--- src/rtl/soc_prog_pkg.sv ---
// Shared constants and state type for the UART programming bridge.
package soc_prog_pkg;

  localparam logic [7:0] CMD_WRITE = 8'h57;
  localparam logic [7:0] CMD_READ  = 8'h52;
  localparam logic [7:0] CMD_HOLD  = 8'h48;
  localparam logic [7:0] CMD_GO    = 8'h47;
  localparam logic [7:0] CMD_PING  = 8'h50;
  localparam logic [7:0] RSP_ACK   = 8'h06;
  localparam logic [7:0] RSP_NAK   = 8'h15;

  typedef enum logic [2:0] {
    ST_IDLE,
    ST_ADDR,
    ST_DATA,
    ST_BUS,
    ST_TX_ACK,
    ST_TX_DATA
  } prog_state_t;

endpackage

--- src/rtl/soc_membus_if.sv ---
// Word-wide SoC memory bus between one master and the interconnect.
interface SoC_MemBus;
  logic [31:0] addr;
  logic [31:0] write_data;
  logic [31:0] read_data;
  logic        write_en;
  logic [3:0]  byte_en;
  logic        req;
  logic        valid;

  modport Master (output addr, write_data, write_en, byte_en, req,
                  input  read_data, valid);
  modport Slave  (input  addr, write_data, write_en, byte_en, req,
                  output read_data, valid);
endinterface

--- src/rtl/soc_prog_bridge.sv ---
// Decodes host command bytes into word reads/writes on the SoC bus and
// streams the response bytes back; also owns the core hold line.
module soc_prog_bridge
  import soc_prog_pkg::*;
#(
  parameter int BYTE_TIMEOUT = 100000
) (
  input  logic       clk,
  input  logic       res,
  input  logic [7:0] rx_data,
  input  logic       rx_valid,
  output logic [7:0] tx_data,
  output logic       tx_valid,
  input  logic       tx_ready,
  SoC_MemBus.Master  bus,
  output logic       core_hold,
  output logic       rx_overrun
);

  localparam int CNT_W = $clog2(BYTE_TIMEOUT + 1);

  prog_state_t      state_q, state_d;
  logic             is_write_q;
  logic [1:0]       idx_q, idx_nxt;
  logic [CNT_W-1:0] cnt_q;
  logic [31:0]      addr_q, wdata_q, rdata_q;
  logic             req_q, we_q;
  logic [3:0]       be_q;
  logic             bus_done, tx_fire, timeout;

  function automatic logic [7:0] pick_byte(input logic [31:0] w, input logic [1:0] i);
    return w[{i, 3'b000} +: 8];
  endfunction

  function automatic logic [7:0] short_rsp(input logic [7:0] cmd);
    return (cmd == CMD_HOLD || cmd == CMD_GO || cmd == CMD_PING) ? RSP_ACK : RSP_NAK;
  endfunction

  assign bus.addr       = addr_q;
  assign bus.write_data = wdata_q;
  assign bus.write_en   = we_q;
  assign bus.byte_en    = be_q;
  assign bus.req        = req_q;

  assign bus_done = req_q && bus.valid;
  assign tx_fire  = tx_valid && tx_ready;
  assign timeout  = (cnt_q == CNT_W'(BYTE_TIMEOUT));
  assign idx_nxt  = idx_q + 2'd1;

  always_comb begin
    state_d = state_q;
    unique case (state_q)
      ST_IDLE:
        if (rx_valid)
          state_d = (rx_data == CMD_WRITE || rx_data == CMD_READ) ? ST_ADDR : ST_TX_ACK;
      ST_ADDR:
        if (rx_valid) begin
          if (idx_q == 2'd3) state_d = is_write_q ? ST_DATA : ST_BUS;
        end else if (timeout) begin
          state_d = ST_IDLE;
        end
      ST_DATA:
        if (rx_valid) begin
          if (idx_q == 2'd3) state_d = ST_BUS;
        end else if (timeout) begin
          state_d = ST_IDLE;
        end
      ST_BUS:
        if (bus_done) state_d = is_write_q ? ST_TX_ACK : ST_TX_DATA;
      ST_TX_ACK:
        if (tx_fire) state_d = ST_IDLE;
      ST_TX_DATA:
        if (tx_fire && idx_q == 2'd3) state_d = ST_IDLE;
      default: state_d = ST_IDLE;
    endcase
  end

  always_ff @(posedge clk or negedge res) begin
    if (!res) begin
      state_q    <= ST_IDLE;
      is_write_q <= 1'b0;
      idx_q      <= 2'd0;
      cnt_q      <= '0;
      addr_q     <= '0;
      wdata_q    <= '0;
      rdata_q    <= '0;
      req_q      <= 1'b0;
      we_q       <= 1'b0;
      be_q       <= 4'h0;
      tx_valid   <= 1'b0;
      tx_data    <= 8'h00;
      core_hold  <= 1'b0;
      rx_overrun <= 1'b0;
    end else begin
      state_q    <= state_d;
      // Bytes arriving while a command is executing or answering are lost.
      rx_overrun <= rx_valid && (state_q == ST_BUS || state_q == ST_TX_ACK ||
                                 state_q == ST_TX_DATA);
      unique case (state_q)
        ST_IDLE: begin
          idx_q <= 2'd0;
          cnt_q <= '0;
          if (rx_valid) begin
            is_write_q <= (rx_data == CMD_WRITE);
            if (rx_data != CMD_WRITE && rx_data != CMD_READ) begin
              tx_valid <= 1'b1;
              tx_data  <= short_rsp(rx_data);
              if (rx_data == CMD_HOLD) core_hold <= 1'b1;
              if (rx_data == CMD_GO)   core_hold <= 1'b0;
            end
          end
        end
        ST_ADDR, ST_DATA: begin
          if (rx_valid) begin
            cnt_q <= '0;
            idx_q <= idx_nxt;
            if (state_q == ST_ADDR) addr_q[{idx_q, 3'b000} +: 8]  <= rx_data;
            else                    wdata_q[{idx_q, 3'b000} +: 8] <= rx_data;
            if (state_d == ST_BUS) begin
              req_q <= 1'b1;
              we_q  <= is_write_q;
              be_q  <= 4'hF;
            end
          end else if (timeout) begin
            cnt_q <= '0;
          end else begin
            cnt_q <= cnt_q + CNT_W'(1);
          end
        end
        ST_BUS: begin
          if (bus_done) begin
            req_q    <= 1'b0;
            we_q     <= 1'b0;
            be_q     <= 4'h0;
            rdata_q  <= bus.read_data;
            idx_q    <= 2'd0;
            tx_valid <= 1'b1;
            tx_data  <= is_write_q ? RSP_ACK : bus.read_data[7:0];
          end
        end
        ST_TX_ACK: begin
          if (tx_fire) tx_valid <= 1'b0;
        end
        ST_TX_DATA: begin
          if (tx_fire) begin
            if (idx_q == 2'd3) begin
              tx_valid <= 1'b0;
            end else begin
              idx_q   <= idx_nxt;
              tx_data <= pick_byte(rdata_q, idx_nxt);
            end
          end
        end
        default: ;
      endcase
    end
  end

endmodule

--- src/flat_wrapper.sv ---
// flat-port wrapper written by rule: the top's interface ports become plain ports
module soc_prog_bridge_flat import soc_prog_pkg::*;
#(
  parameter int BYTE_TIMEOUT = 100000
)
  (clk, res, rx_data, rx_valid, tx_data, tx_valid, tx_ready, core_hold, rx_overrun, bus_addr, bus_write_data, bus_write_en, bus_byte_en, bus_req, bus_read_data, bus_valid);
  SoC_MemBus bus_i ();
  input  logic clk;
  input  logic res;
  input  logic [7:0] rx_data;
  input  logic rx_valid;
  output logic [7:0] tx_data;
  output logic tx_valid;
  input  logic tx_ready;
  output logic core_hold;
  output logic rx_overrun;
  output wire logic [$bits(bus_i.addr)-1:0] bus_addr;
  output wire logic [$bits(bus_i.write_data)-1:0] bus_write_data;
  output wire logic [$bits(bus_i.write_en)-1:0] bus_write_en;
  output wire logic [$bits(bus_i.byte_en)-1:0] bus_byte_en;
  output wire logic [$bits(bus_i.req)-1:0] bus_req;
  input wire logic [$bits(bus_i.read_data)-1:0] bus_read_data;
  input wire logic [$bits(bus_i.valid)-1:0] bus_valid;
  assign bus_addr = bus_i.addr;
  assign bus_write_data = bus_i.write_data;
  assign bus_write_en = bus_i.write_en;
  assign bus_byte_en = bus_i.byte_en;
  assign bus_req = bus_i.req;
  assign bus_i.read_data = bus_read_data;
  assign bus_i.valid = bus_valid;
  soc_prog_bridge #(.BYTE_TIMEOUT(BYTE_TIMEOUT)) u_core (.clk(clk), .res(res), .rx_data(rx_data), .rx_valid(rx_valid), .tx_data(tx_data), .tx_valid(tx_valid), .tx_ready(tx_ready), .bus(bus_i), .core_hold(core_hold), .rx_overrun(rx_overrun));
endmodule
--- config.mk ---
export PLATFORM = sky130hd
export DESIGN_NAME = soc_prog_bridge_flat
export DESIGN_NICKNAME = d
export VERILOG_FILES = /design/src/rtl/soc_prog_pkg.sv /design/src/rtl/soc_membus_if.sv /design/src/rtl/soc_prog_bridge.sv /design/src/flat_wrapper.sv
export SDC_FILE = /design/constraint.sdc
export NUM_CORES = 1
export LEC_CHECK = 0
export BUFFER_PORTS_ARGS = -buffer_cell sky130_fd_sc_hd__buf_4
export CAP_MARGIN = 20
export CORE_MARGIN = 4
export CORE_UTILIZATION = 31
export CTS_CLUSTER_SIZE = 40
export DETAILED_ROUTE_END_ITERATION = 10
export PLACE_DENSITY_LB_ADDON = 0.05
export SETUP_SLACK_MARGIN = 0.5
export SYNTH_ARGS = -nofsm -noshare
export SYNTH_HDL_FRONTEND = slang
export SYNTH_SLANG_ARGS = --single-unit
--- constraint.sdc ---
create_clock -name clk -period 2.45 [get_ports clk]
set_clock_uncertainty 0.2 [all_clocks]
set_input_delay 0 -clock clk [delete_from_list [all_inputs] [get_ports clk]]
set_output_delay 0 -clock clk [all_outputs]
set_load 0.005 [all_outputs]
Word-level counts from Yosys, hierarchy flattened
Cells that the tools add are included.
Storage, ports and cells
  output and inout port bits: 81
  memory bits (read-only): 0
  memories: 0
  register bits: 136
  memory bits (writable): 0
  input port bits: 45
  bits in latches: 0
  logic and storage cells: 123
Cells by class
  multiply operators: 0
  bitwise operators: 1
  magnitude comparators: 0
  equality and inequality tests: 24
  divide/modulo/power cells: 0
  add/sub/neg operators: 3
  mux-type cells: 51
  reductions and logical operators: 27
  shift operators: 3
Operators with widths (number)
  bitwise mux 32 bit: 2
  2-to-1 mux 8 bit: 6
  equality test 8 x 7 -> 1 bit, second input constant: 5
  2-to-1 mux 17 bit: 2
  one-hot mux 17 bit (2 select lines): 1
  variable shift 8 x 7 -> 32 bit, first input constant: 1
  variable part select 32 x 6 -> 8 bit: 1
  variable part select 8 x 7 -> 32 bit: 1
  2-to-1 mux 3 bit: 10
  one-hot mux 8 bit (3 select lines): 1
  one-hot mux 3 bit (6 select lines): 1
  adder 17 x 1 -> 17 bit, second input constant: 1
  equality test 17 bit, second input constant: 1
  != test 8 x 7 -> 1 bit, second input constant: 2
  2-to-1 mux 1 bit: 15
  2-to-1 mux 4 bit: 3
  != test 2 x 1 -> 1 bit, second input constant: 6
  equality test 3 x 2 -> 1 bit, second input constant: 3
  2-to-1 mux 2 bit: 4
  one-hot mux 2 bit (4 select lines): 1
  one-hot mux 4 bit (2 select lines): 1
  AND reduction 4 bit: 2
  nonzero test 4 bit: 2
  negator 5 -> 7 bit: 1
  other kinds (20): 36

Longest topological paths before layout
  depth after elaboration: 9
  depth in mapped cells: 10
  depth with buffers taken out: 8

Worst setup path after synthesis
Ideal clock, no wire load.
  path kind: register to register
  start: reg u_core.idx_q[0]
  end: reg u_core.wdata_q[15], in the netlist u_core.bus.write_data[15]
  buffers on the path: 2
  stages on the path, launching flop included: 8
  data arrival time: 2.291 ns
  period minus slack after synthesis: 2.574 ns
  required time: 2.167 ns
  setup time: 0.083 ns
  path slack: -0.124 ns
  cell sequence: dfrtp_1 -> buf_2 -> inv_1 -> ha_1 -> buf_1 -> nor3b_1 -> nand2_1 -> o21ai_0
Between the ends
  longest elaborated chain between the ends: 3
  elaborated cells between the ends (all ways): 4
  classes of those cells: add/sub: 1; shift: 2; mux: 1
RTL lines
  start, declared: line soc_prog_bridge.sv:24  | logic [1:0] idx_q, idx_nxt;
  start signal, assigned: line soc_prog_bridge.sv:116  | idx_q <= idx_nxt;
  start signal, assigned: line soc_prog_bridge.sv:149  | idx_q <= idx_nxt;
  negator 5 -> 7 bit (*): line soc_prog_bridge.sv:118  | else wdata_q[{idx_q, 3'b000} +: 8] <= rx_data;
  variable part select 8 x 7 -> 32 bit / variable shift 8 x 7 -> 32 bit (equally long branches): line soc_prog_bridge.sv:118
  bitwise mux 32 bit (*): line soc_prog_bridge.sv:118
  end signal, assigned by index: line soc_prog_bridge.sv:118
  end, declared: line soc_prog_bridge.sv:26  | logic [31:0] addr_q, wdata_q, rdata_q;
Every way passes the cells marked *; elsewhere a longest branch is shown, timed or not.
A chain may end at the register's enable or synchronous reset.

Final worst setup path
  start: reg u_core.state_q[1]
  end: reg u_core.we_q, in the netlist u_core.bus.write_en
Between the ends
  longest elaborated chain between the ends: 6
  elaborated cells between the ends (all ways): 24
  classes of those cells: eq/ne: 9; mux: 11; reduce/logical: 4
RTL lines
  start, declared: line soc_prog_bridge.sv:22  | prog_state_t state_q, state_d;
  start signal, assigned: line soc_prog_bridge.sv:95  | state_q <= state_d;
  2-to-1 mux 3 bit, on equally long branches
  2-to-1 mux 3 bit, on equally long branches: line soc_prog_bridge.sv:63, soc_prog_bridge.sv:57
  one-hot mux 3 bit (6 select lines): line soc_prog_bridge.sv:52  | unique case (state_q)
  equality test 3 x 2 -> 1 bit: line soc_prog_bridge.sv:119  | if (state_d == ST_BUS) begin
  != test 2 x 1 -> 1 bit (no source line)
  AND reduction 4 bit (no source line)
  end signal, assigned: line soc_prog_bridge.sv:121  | we_q <= is_write_q;
  end, declared: line soc_prog_bridge.sv:27  | logic req_q, we_q;
Parallel ways exist; a longest one is shown, timed or not.

==> out/results.tsv <==
metric	value	unit
Final Hold Fails	0	
Syn Area/Cell	10.0	um2
Synth Register Bits	132	
Max VDD drop	521	uV
H-Tree Depth	4	
Clock Power Share	29.4	%
clk buf depth	2	
I/O Pins	126	
DP HPWL	11600	um
Crit path arrival time	2.17	ns
final-stage net count	857	
Iter 0 DRT Violations	227	
post-synth top area share	54.8	%
Synth-to-Final Area Change	49.0	%
library cells used by synthesis	56	
post-synth top area cell	dfrtp_1	
Seq/Total Area, Yosys	54.8	%
RSZ-0062 raised after global routing	true	
gr usage total	16.6	%
DIE WIDTH	147	um
metal2 WL	8810	um
clock sinks	132	
P_int	0.00594	W
die area	21700	um2
total of max-cap violations	0	
critical path launch point type	flop	
core area	18900	um2
Sw Ratio	32.1	%
final instance area	8970	um2
Async SR Flop Fraction	100	%
largest net degree at the start of global routing	133	
share of cells above drive strength 1	36.5	%
PnR Total Power	0.00875	W
ANT nets after route	0	
grt total ovfl	0	
DR pass1 iterations	4	
CP endpoint kind	flop	
DR vias/cell	4.79	
Pleak	4.16	nW
Die Ht	147	um
Clock transition at path regs	0.06	ns
Root Driver	clkbuf_16	
final setup violation count	0	
status	complete, no violations	
Mapped Area	6020	um2
first-pass GRT wire length	28600	um
initial core utilization	31.9	%
fin crit share	83.1	%
setup TNS after final layout	0	ns
DR vias	5173	
most frequent cells in the layout	162 x buf_4, 149 x nand2_1, 125 x dfrtp_1	
largest cells by area after synthesis	dfrtp_1 55%, nand2_1 9.7%, o21ai_0 5.8%, mux4_2 3.0%, a22o_1 2.5%	
Rows	50	
Routability Congestion	0.790	
hold crit path type	in2reg	
Port Buffer Count	125	
DR WL/cell	16.3	um
antenna violations before repair	0	
min Tclk post-route	2.03	ns
Synth Warn #	0	
vias in the first global route	5337	
Antenna Cells	0	
DRC errors left	0	
Slew Viols, Final	0	
Synth Flop Type	dfrtp_1	
Clock Latency Late Sink	0.42	ns
Post-Synthesis Cells	600	
syn_nets	651	
power share of the combinational group	36.5	%
final WL	17600	um
Worst Tran Pin Value	0.715	ns
met3 wire length	811	um
TritonCTS buffer count	17	
WP data required	2.58	ns
Post-synth EDFFs	0	
Cell Pwr Density	975	nW/um2
max_slew headroom	52.3	%
Worst Path Max Fanout	8	
placed cell areas	7310	um2
most common cell after layout, fill and taps aside	buf_4	
Flop pwr share	34.1	%
Psw	0.00281	W
CTS tree	built	
WS Path Type	reg2reg	
fmax	491	MHz
met1 WL	7700	um
Top Metal Used	met4	
## synthesized netlist by cell type (5+ instances only)
master	n
nand2_1	156
nor3_1	9
nand2b_1	10
nor2_1	33
ha_1	6
mux4_2	8
o21ai_0	70
nor2b_1	7
clkbuf_1	15
a22oi_1	6
buf_2	12
xor2_1	5
mux2_2	12
nand3_1	14
dfrtp_1	132
a22o_1	17
inv_1	9
a21oi_1	12
## state kept, by name, summed over array words and instances (netlist names)
signal                 count
u_core.is_write_q          1
u_core.bus.write_data     32
u_core.rdata_q            32
u_core.bus.write_en        1
u_core.core_hold           1
u_core.state_q             3
u_core.tx_valid            1
u_core.idx_q               2
u_core.bus.addr           32
u_core.rx_overrun          1
u_core.cnt_q              17
u_core.bus.byte_en         1
u_core.tx_data             8
## path summary, 6_finish.rpt
path | startpoint | endpoint | slack [ns] | cells past startpoint
max in group asynchronous | res | u_core.state_q[2] | 1.43 | 3
worst max-delay path | u_core.state_q[1] | u_core.bus.write_en | 0.42 | 7
worst min-delay path | rx_data[5] | u_core.core_hold | 0.04 | 4
min in group asynchronous | res | u_core.bus.addr[21] | 0.05 | 3
worst max register to register | u_core.state_q[1] | u_core.bus.write_en | 0.42 | 7
worst min register to register | u_core.rdata_q[23] | u_core.rdata_q[23] | 0.27 | 2
## worst max-delay path, stage by stage, from the launching register on
cell       delay [ns]
dfrtp_2          0.44
buf_6            0.13
and3b_2          0.22
a22o_4           0.25
a2111oi_4        0.25
a21oi_2          0.10
o21ai_2          0.15
mux2i_1          0.20
## routing by layer
layer	vias up	track usage, %
met5	-	0
met4	0	6.15
met3	17	3.68
met2	129	27.9
met1	2533	21.1
li1	2494	-
## stage by stage
step                      setup WS [ns]  hold slack (ns)  std cells  util (%)
after floorplan                   0.399           -0.496        600         -
after global placement            0.251          -0.0161        964      38.7
after detailed placement          0.189          -0.0174        964      38.7
after CTS                         0.407          0.00822       1069      46.1
after global routing              0.289           0.0624       1079      47.5
final                             0.415           0.0400       1079      47.5
## cell type report
cell class	count	area, um2
clock buffers	23	468
fillers	1791	9920
repair buffers	222	1860
inverters	9	37.5
flip-flops and latches	132	3310
well taps	260	325
multi-input cells	424	2840
clock inverters	9	128
## power groups by stage
stage | logic, W | clock network (W) | registers [W]
floorplan | 0.00163 | 0 | 0.00292
global placement | 0.00244 | 0 | 0.00301
detailed placement | 0.00249 | 0 | 0.00303
CTS | 0.00293 | 0.00265 | 0.00297
global route | 0.00352 | 0.00275 | 0.00304
finish | 0.00319 | 0.00257 | 0.00299
## what timing repair did
item	CTS	global route
endpoints found under the hold margin	248	0
setup endpoints to repair	90	104
gates resized for setup	46	62
pin swaps	9	13
buffers inserted	26	10
hold buffers	46	0
cloned	1	0
## cell families (layout without fill, tap and decap cells)
| logic type | Yosys count | in the layout | share of synthesized area, % |
|---|---|---|---|
| AO/OA/AOI/OAI | 130 | 130 | 14.2 |
| multiplexers | 23 | 23 | 5.82 |
| XOR/XNOR | 9 | 9 | 1.31 |
| buffers and inverters | 44 | 263 | 3.49 |
| adder cells (fa/ha/maj) | 6 | 6 | 1.25 |
| AND/OR/NAND/NOR | 256 | 256 | 19.1 |
| flip-flops | 132 | 132 | 54.8 |
Note: power is estimated with default switching activity, not from simulation.
